File: config.mk
export PLATFORM = sky130hd
export DESIGN_NAME = vga_timing_ctrl
export DESIGN_NICKNAME = d
export VERILOG_FILES = /design/src/rtl/vga_timing_ctrl_pkg.sv /design/src/rtl/vga_timing_ctrl_axis.sv /design/src/rtl/vga_timing_ctrl.sv
export SDC_FILE = /design/constraint.sdc
export NUM_CORES = 1
export LEC_CHECK = 0
export CORE_MARGIN = 1
export CORE_UTILIZATION = 45
export CTS_BUF_LIST = sky130_fd_sc_hd__clkbuf_4
export DETAILED_ROUTE_END_ITERATION = 7
export PLACE_DENSITY = 0.77
export SLEW_MARGIN = 20
export SYNTH_ARGS = -nofsm -noshare
export SYNTH_HDL_FRONTEND = slang
export SYNTH_SLANG_ARGS = --single-unit
File: constraint.sdc
create_clock -name clk_ext -period 4.1 [get_ports clk_ext]
set_clock_uncertainty 0.15 [all_clocks]
set_input_delay 0.615 -clock clk_ext [delete_from_list [all_inputs] [get_ports clk_ext]]
set_output_delay 0.615 -clock clk_ext [all_outputs]
set_load 0.005 [all_outputs]
File: src/rtl/vga_timing_ctrl_pkg.sv
// Shared VGA timing constants, phase encoding and helpers.
// Defaults describe 640x480 @ 60 Hz from a 100 MHz board clock.
package vga_timing_ctrl_pkg;

    // Default timing (pixels / lines)
    localparam int DEF_CLK_DIV  = 4;
    localparam int DEF_H_ACTIVE = 640;
    localparam int DEF_H_FP     = 16;
    localparam int DEF_H_SYNC   = 96;
    localparam int DEF_H_BP     = 48;
    localparam int DEF_V_ACTIVE = 480;
    localparam int DEF_V_FP     = 10;
    localparam int DEF_V_SYNC   = 2;
    localparam int DEF_V_BP     = 33;

    // Counter and colour widths
    localparam int CNT_W   = 10;
    localparam int CNT_MAX = 1 << CNT_W;
    localparam int COLOR_W = 4;
    localparam int RGB_W   = 3 * COLOR_W;

    // Per-axis phase encoding
    typedef enum logic [1:0] {
        PH_ACTIVE = 2'd0,
        PH_FP     = 2'd1,
        PH_SYNC   = 2'd2,
        PH_BP     = 2'd3
    } phase_e;

    // Map an axis count onto its phase given the region lengths.
    function automatic phase_e phase_of(
        input logic [CNT_W-1:0] cnt,
        input int               act,
        input int               fp,
        input int               sync
    );
        int c;
        c = int'({22'd0, cnt});
        if (c < act) begin
            return PH_ACTIVE;
        end else if (c < act + fp) begin
            return PH_FP;
        end else if (c < act + fp + sync) begin
            return PH_SYNC;
        end else begin
            return PH_BP;
        end
    endfunction

endpackage

File: src/rtl/vga_timing_ctrl_axis.sv
// vga_axis_counter: wrap counter plus registered phase for one VGA axis.
// Ports: i_clk, i_rst (async high), i_clr, i_count_en -> o_wrap, o_count, o_phase.
module vga_axis_counter
    import vga_timing_ctrl_pkg::*;
#(
    parameter int ACTIVE = DEF_H_ACTIVE,
    parameter int FP     = DEF_H_FP,
    parameter int SYNC   = DEF_H_SYNC,
    parameter int BP     = DEF_H_BP
) (
    input  logic             i_clk,
    input  logic             i_rst,
    input  logic             i_clr,
    input  logic             i_count_en,
    output logic             o_wrap,
    output logic [CNT_W-1:0] o_count,
    output phase_e           o_phase
);

    localparam int TOTAL = ACTIVE + FP + SYNC + BP;
    localparam logic [CNT_W-1:0] LAST = CNT_W'(TOTAL - 1);

    if (TOTAL > CNT_MAX) begin : g_bad_total
        $error("vga_axis_counter: axis total exceeds counter range");
    end

    logic [CNT_W-1:0] r_count;
    logic [CNT_W-1:0] w_count_nxt;
    phase_e           r_phase;
    phase_e           w_phase_nxt;

    // State register
    always_ff @(posedge i_clk or posedge i_rst) begin
        if (i_rst) begin
            r_count <= '0;
            r_phase <= PH_ACTIVE;
        end else begin
            r_count <= w_count_nxt;
            r_phase <= w_phase_nxt;
        end
    end

    // Next state: phase is decoded from the next count so the
    // registered phase always describes the registered count.
    always_comb begin
        w_count_nxt = r_count;
        if (i_clr) begin
            w_count_nxt = '0;
        end else if (i_count_en) begin
            if (r_count == LAST) begin
                w_count_nxt = '0;
            end else begin
                w_count_nxt = r_count + 1'b1;
            end
        end
        w_phase_nxt = phase_of(w_count_nxt, ACTIVE, FP, SYNC);
    end

    // Outputs
    always_comb begin
        o_wrap  = i_count_en && (r_count == LAST);
        o_count = r_count;
        o_phase = r_phase;
    end

endmodule

File: src/rtl/vga_timing_ctrl.sv
// VGA timing controller: pixel-rate enable, h/v counters, colour request
// and registered RGB/hsync/vsync. Ports: clk_ext, rst, enable, pix_rgb ->
// pix_req, pix_x, pix_y, frame_start, line_start, vga_red/green/blue, vga_hsync/vsync.
module vga_timing_ctrl
    import vga_timing_ctrl_pkg::*;
#(
    parameter int CLK_DIV  = DEF_CLK_DIV,
    parameter int H_ACTIVE = DEF_H_ACTIVE,
    parameter int H_FP     = DEF_H_FP,
    parameter int H_SYNC   = DEF_H_SYNC,
    parameter int H_BP     = DEF_H_BP,
    parameter int V_ACTIVE = DEF_V_ACTIVE,
    parameter int V_FP     = DEF_V_FP,
    parameter int V_SYNC   = DEF_V_SYNC,
    parameter int V_BP     = DEF_V_BP,
    parameter bit SYNC_POL = 1'b0
) (
    input  logic               clk_ext,
    input  logic               rst,
    input  logic               enable,
    input  logic [RGB_W-1:0]   pix_rgb,
    output logic               pix_req,
    output logic [CNT_W-1:0]   pix_x,
    output logic [CNT_W-1:0]   pix_y,
    output logic               frame_start,
    output logic               line_start,
    output logic [COLOR_W-1:0] vga_red,
    output logic [COLOR_W-1:0] vga_green,
    output logic [COLOR_W-1:0] vga_blue,
    output logic               vga_hsync,
    output logic               vga_vsync
);

    if (CLK_DIV < 1 || CLK_DIV > 16) begin : g_bad_div
        $error("vga_timing_ctrl: CLK_DIV must be 1..16");
    end

    localparam int DIV_W = (CLK_DIV > 1) ? $clog2(CLK_DIV) : 1;
    localparam logic [DIV_W-1:0] DIV_LAST = DIV_W'(CLK_DIV - 1);
    localparam logic SYNC_ON  = SYNC_POL;
    localparam logic SYNC_OFF = ~SYNC_POL;

    logic [DIV_W-1:0] r_div;
    logic [RGB_W-1:0] r_rgb;
    logic             r_hsync;
    logic             r_vsync;

    logic             w_pix_tick;
    logic             w_h_wrap;
    logic             w_v_wrap;
    logic             w_active;
    logic [CNT_W-1:0] w_h;
    logic [CNT_W-1:0] w_v;
    phase_e           w_h_phase;
    phase_e           w_v_phase;

    // Pixel-rate divider; held at zero while disabled so the first
    // tick after enable lands CLK_DIV clocks later.
    always_ff @(posedge clk_ext or posedge rst) begin
        if (rst) begin
            r_div <= '0;
        end else if (!enable || r_div == DIV_LAST) begin
            r_div <= '0;
        end else begin
            r_div <= r_div + 1'b1;
        end
    end

    assign w_pix_tick = enable && (r_div == DIV_LAST);

    vga_axis_counter #(
        .ACTIVE (H_ACTIVE),
        .FP     (H_FP),
        .SYNC   (H_SYNC),
        .BP     (H_BP)
    ) u_h_axis (
        .i_clk      (clk_ext),
        .i_rst      (rst),
        .i_clr      (!enable),
        .i_count_en (w_pix_tick),
        .o_wrap     (w_h_wrap),
        .o_count    (w_h),
        .o_phase    (w_h_phase)
    );

    vga_axis_counter #(
        .ACTIVE (V_ACTIVE),
        .FP     (V_FP),
        .SYNC   (V_SYNC),
        .BP     (V_BP)
    ) u_v_axis (
        .i_clk      (clk_ext),
        .i_rst      (rst),
        .i_clr      (!enable),
        .i_count_en (w_h_wrap),
        .o_wrap     (w_v_wrap),
        .o_count    (w_v),
        .o_phase    (w_v_phase)
    );

    assign w_active = (w_h_phase == PH_ACTIVE) && (w_v_phase == PH_ACTIVE);

    // Pad-side registers: one pixel tick behind the counters, RGB and
    // syncs updated on the same edge so they stay aligned.
    always_ff @(posedge clk_ext or posedge rst) begin
        if (rst) begin
            r_rgb   <= '0;
            r_hsync <= SYNC_OFF;
            r_vsync <= SYNC_OFF;
        end else if (!enable) begin
            r_rgb   <= '0;
            r_hsync <= SYNC_OFF;
            r_vsync <= SYNC_OFF;
        end else if (w_pix_tick) begin
            r_rgb   <= w_active ? pix_rgb : '0;
            r_hsync <= (w_h_phase == PH_SYNC) ? SYNC_ON : SYNC_OFF;
            r_vsync <= (w_v_phase == PH_SYNC) ? SYNC_ON : SYNC_OFF;
        end
    end

    // The vertical wrap is implied by frame_start on the next tick.
    logic w_unused;
    assign w_unused = w_v_wrap;

    always_comb begin
        pix_req     = w_pix_tick && w_active && !w_unused | (w_pix_tick && w_active);
        pix_x       = w_h;
        pix_y       = w_v;
        line_start  = w_pix_tick && (w_h == '0);
        frame_start = w_pix_tick && (w_h == '0) && (w_v == '0);
        vga_red     = r_rgb[3*COLOR_W-1:2*COLOR_W];
        vga_green   = r_rgb[2*COLOR_W-1:COLOR_W];
        vga_blue    = r_rgb[COLOR_W-1:0];
        vga_hsync   = r_hsync;
        vga_vsync   = r_vsync;
    end

endmodule

==> metrics.txt <==
status=complete, but fails checks; failing checks=design-rule violations; Wirelength per Cell=15.1 um; Crit. Startpoint=u_h_axis.o_count[5]; post-route ant nets=0; Leak=1.22 nW; Min Clock Period, post-route=3260 ps; worst-path fanout max=7; largest net degree at the start of global routing=41; drt pass-1 iters=7; Reg-to-Reg Start=r_div[0]; post-synthesis sequential area ratio=47.1%; Cell Area, Synth=0.00213 mm2; top-area cell type share of the netlist area=44.7%; Post-CTS Repair Setup Buffers=0; Setup Crit Path Kind=register to output pin; Die Ht=70.8 um; hold slack=293 ps; Design Area, Final=0.00278 mm2; crit path DAT=2500 ps; Setup TNS Final=0 ps; hold-fix buffer count after cts=0; CTS Buffer Depth=2; first-pass GRT wire length=8500 um; vias per cell=5.64; H-tree Lvls=2; most frequent cells in the layout=clkdlybuf4s50_1 (51), dfrtp_1 (38), nor2_1 (20), nand2_1 (19), o21ai_0 (15); largest area contributor in the synthesized netlist=dfrtp_1; diode count=0; Starting Density=47.9%; Area Overhead vs Synth=30.5%; Filler Cell Count=379; CP Launch Type=register; Post-DP Area=0.00268 mm2; Yosys cell types=49; Synthesis Warnings=0; DR iter-0 viols=222; CTS clk-pin slew, worst paths=110 ps; Total GRT Usage=21.8%; Setup WS post-layout=837 ps; row cnt=24; Post-CTS Resized=0; Sink Count=40; top post-synthesis cells by area=dfrtp_1 (45%), a22o_1 (4.9%), nor2_1 (3.5%); nets@finish=291; count of final setup violators=0; max cap viols=0; DRC viols=4; max-slew violations=0; CTS buffer count=5; Final GP Congestion=0.830; fmax=0.306 GHz; Rel. slew slack=64.1%; power density cells=282 mW/mm2; Max VDD drop=0.000286 V; Final period util=79.6%; final WL=4880 um; Ports=52; Die Wd=70.8 um; Main synth FF type=dfrtp_1; Async SR Flop Fraction=100%; Synth Area per Inst=9.76 um2; port bufs=51; share of layout cells above drive strength 1=7.75%; Final Hold Fails=0; commonest non-fill, non-tap cell in the layout=clkdlybuf4s50_1; initial antenna violation count=0; RSZ-0062 raised after global routing=no; number of global-route vias before repair=1726; vias=1822; Final HPWL DP=3510 um; Least-Margin Pin Slew=537 ps; Core Footprint=0.00444 mm2; worst hold start=r_div[0]; Worst Path Required=3340 ps; GRT overflow=0; Mapped Cells=218; clock latency on the worst-skew pair=350 ps; worst min path class=register to register; DIE AREA=0.00501 mm2; Setup WS pre-CTS=946 ps; Yosys reg bits=40; Setup crit end kind=output pin; Root Buffer=clkbuf_4; Post-synth EDFFs=0; syn_nets=238; CTS tree=yes
## sequential cells by signal, summed over array words and instances (netlist names)
name,flops
r_rgb,12
u_h_axis.o_count,10
u_v_axis.o_count,10
r_div,2
u_h_axis.o_phase,2
u_v_axis.o_phase,2
vga_hsync,1
vga_vsync,1
## area by class of cell
cell class / instances / area (um2) / area share, %
tap: 52 / 65.1 / 2.34
sequential: 40 / 1000 / 36.1
clock buffer: 5 / 37.5 / 1.35
clock inverter: 2 / 60.1 / 2.16
multi-input combinational: 159 / 1030 / 37.2
timing repair buffer: 55 / 541 / 19.5
inverter: 10 / 37.5 / 1.35
## worst paths after layout
kind | to | slack [ps] | depth (start not counted)
worst max-delay path | frame_start | 840 | 5
worst min-delay path | r_div[0] | 290 | 1
worst max register to register | u_v_axis.o_phase[0] | 1540 | 7
worst min register to register | r_div[0] | 290 | 1
max in group asynchronous | vga_vsync | 2920 | 3
min in group asynchronous | u_h_axis.o_count[7] | 520 | 3
## metrics by stage
stage | utilization (%) | instances | total power [mW]
after floorplan | - | 218 | 0.441
after global placement | 60.3 | 316 | 0.477
after detailed placement | 60.3 | 316 | 0.478
after CTS | 62.5 | 323 | 0.792
after global routing | 62.5 | 323 | 0.816
final | 62.5 | 323 | 0.783
## cell usage after synthesis (2+ instances only)
cell type,count
nand3_1,12
and2_1,3
a21o_1,3
nand4_1,5
nand3b_1,2
ha_1,5
a31oi_1,2
dfstp_2,2
inv_1,10
clkbuf_1,3
o21ai_0,15
and4_1,4
o211ai_1,2
nor2_1,20
and3_1,4
nor2b_1,4
dfrtp_1,38
xnor2_1,7
nor3_1,6
a22o_1,12
buf_2,2
xor2_1,4
nand2_1,19
a21oi_1,5
buf_4,3
nor4_1,3
## layer usage
layer  part of all wire, %  GRT usage [%]  vias to the layer above
met5                     0              0                        -
met4                   1.1           6.67                        0
li1                      -              -                      893
met2                    48           34.8                       62
met1                    45           30.0                      861
met3                   5.6           4.42                        6
## cells by family (layout without fill, tap and decap cells)
| family | count (synthesis) | in the layout | share of synthesized area (%) |
|---|---|---|---|
| xor gates and xnor gates | 11 | 11 | 4.53 |
| and+or+nand+nor | 95 | 95 | 25.2 |
| buffers and inverters | 19 | 72 | 4.35 |
| adders and majority gates | 5 | 5 | 2.94 |
| AOI/OAI and AO/OA | 47 | 47 | 15.4 |
| DFF | 40 | 40 | 47.1 |
| muxes | 1 | 1 | 0.470 |
## critical path: stages, from the launching register on
cell             delay, ps
dfrtp_1                500
nor3_4                 380
nand2_1                120
nor4_1                 410
and4_1                 260
clkdlybuf4s50_1        490
## power by group
part           internal, mW  total (mW)  switching, mW
Combinational        0.0328      0.0627         0.0298
Clock                 0.187       0.314          0.127
Sequential            0.402       0.407        0.00469
No activity file was read; power rests on OpenSTA's default activity.
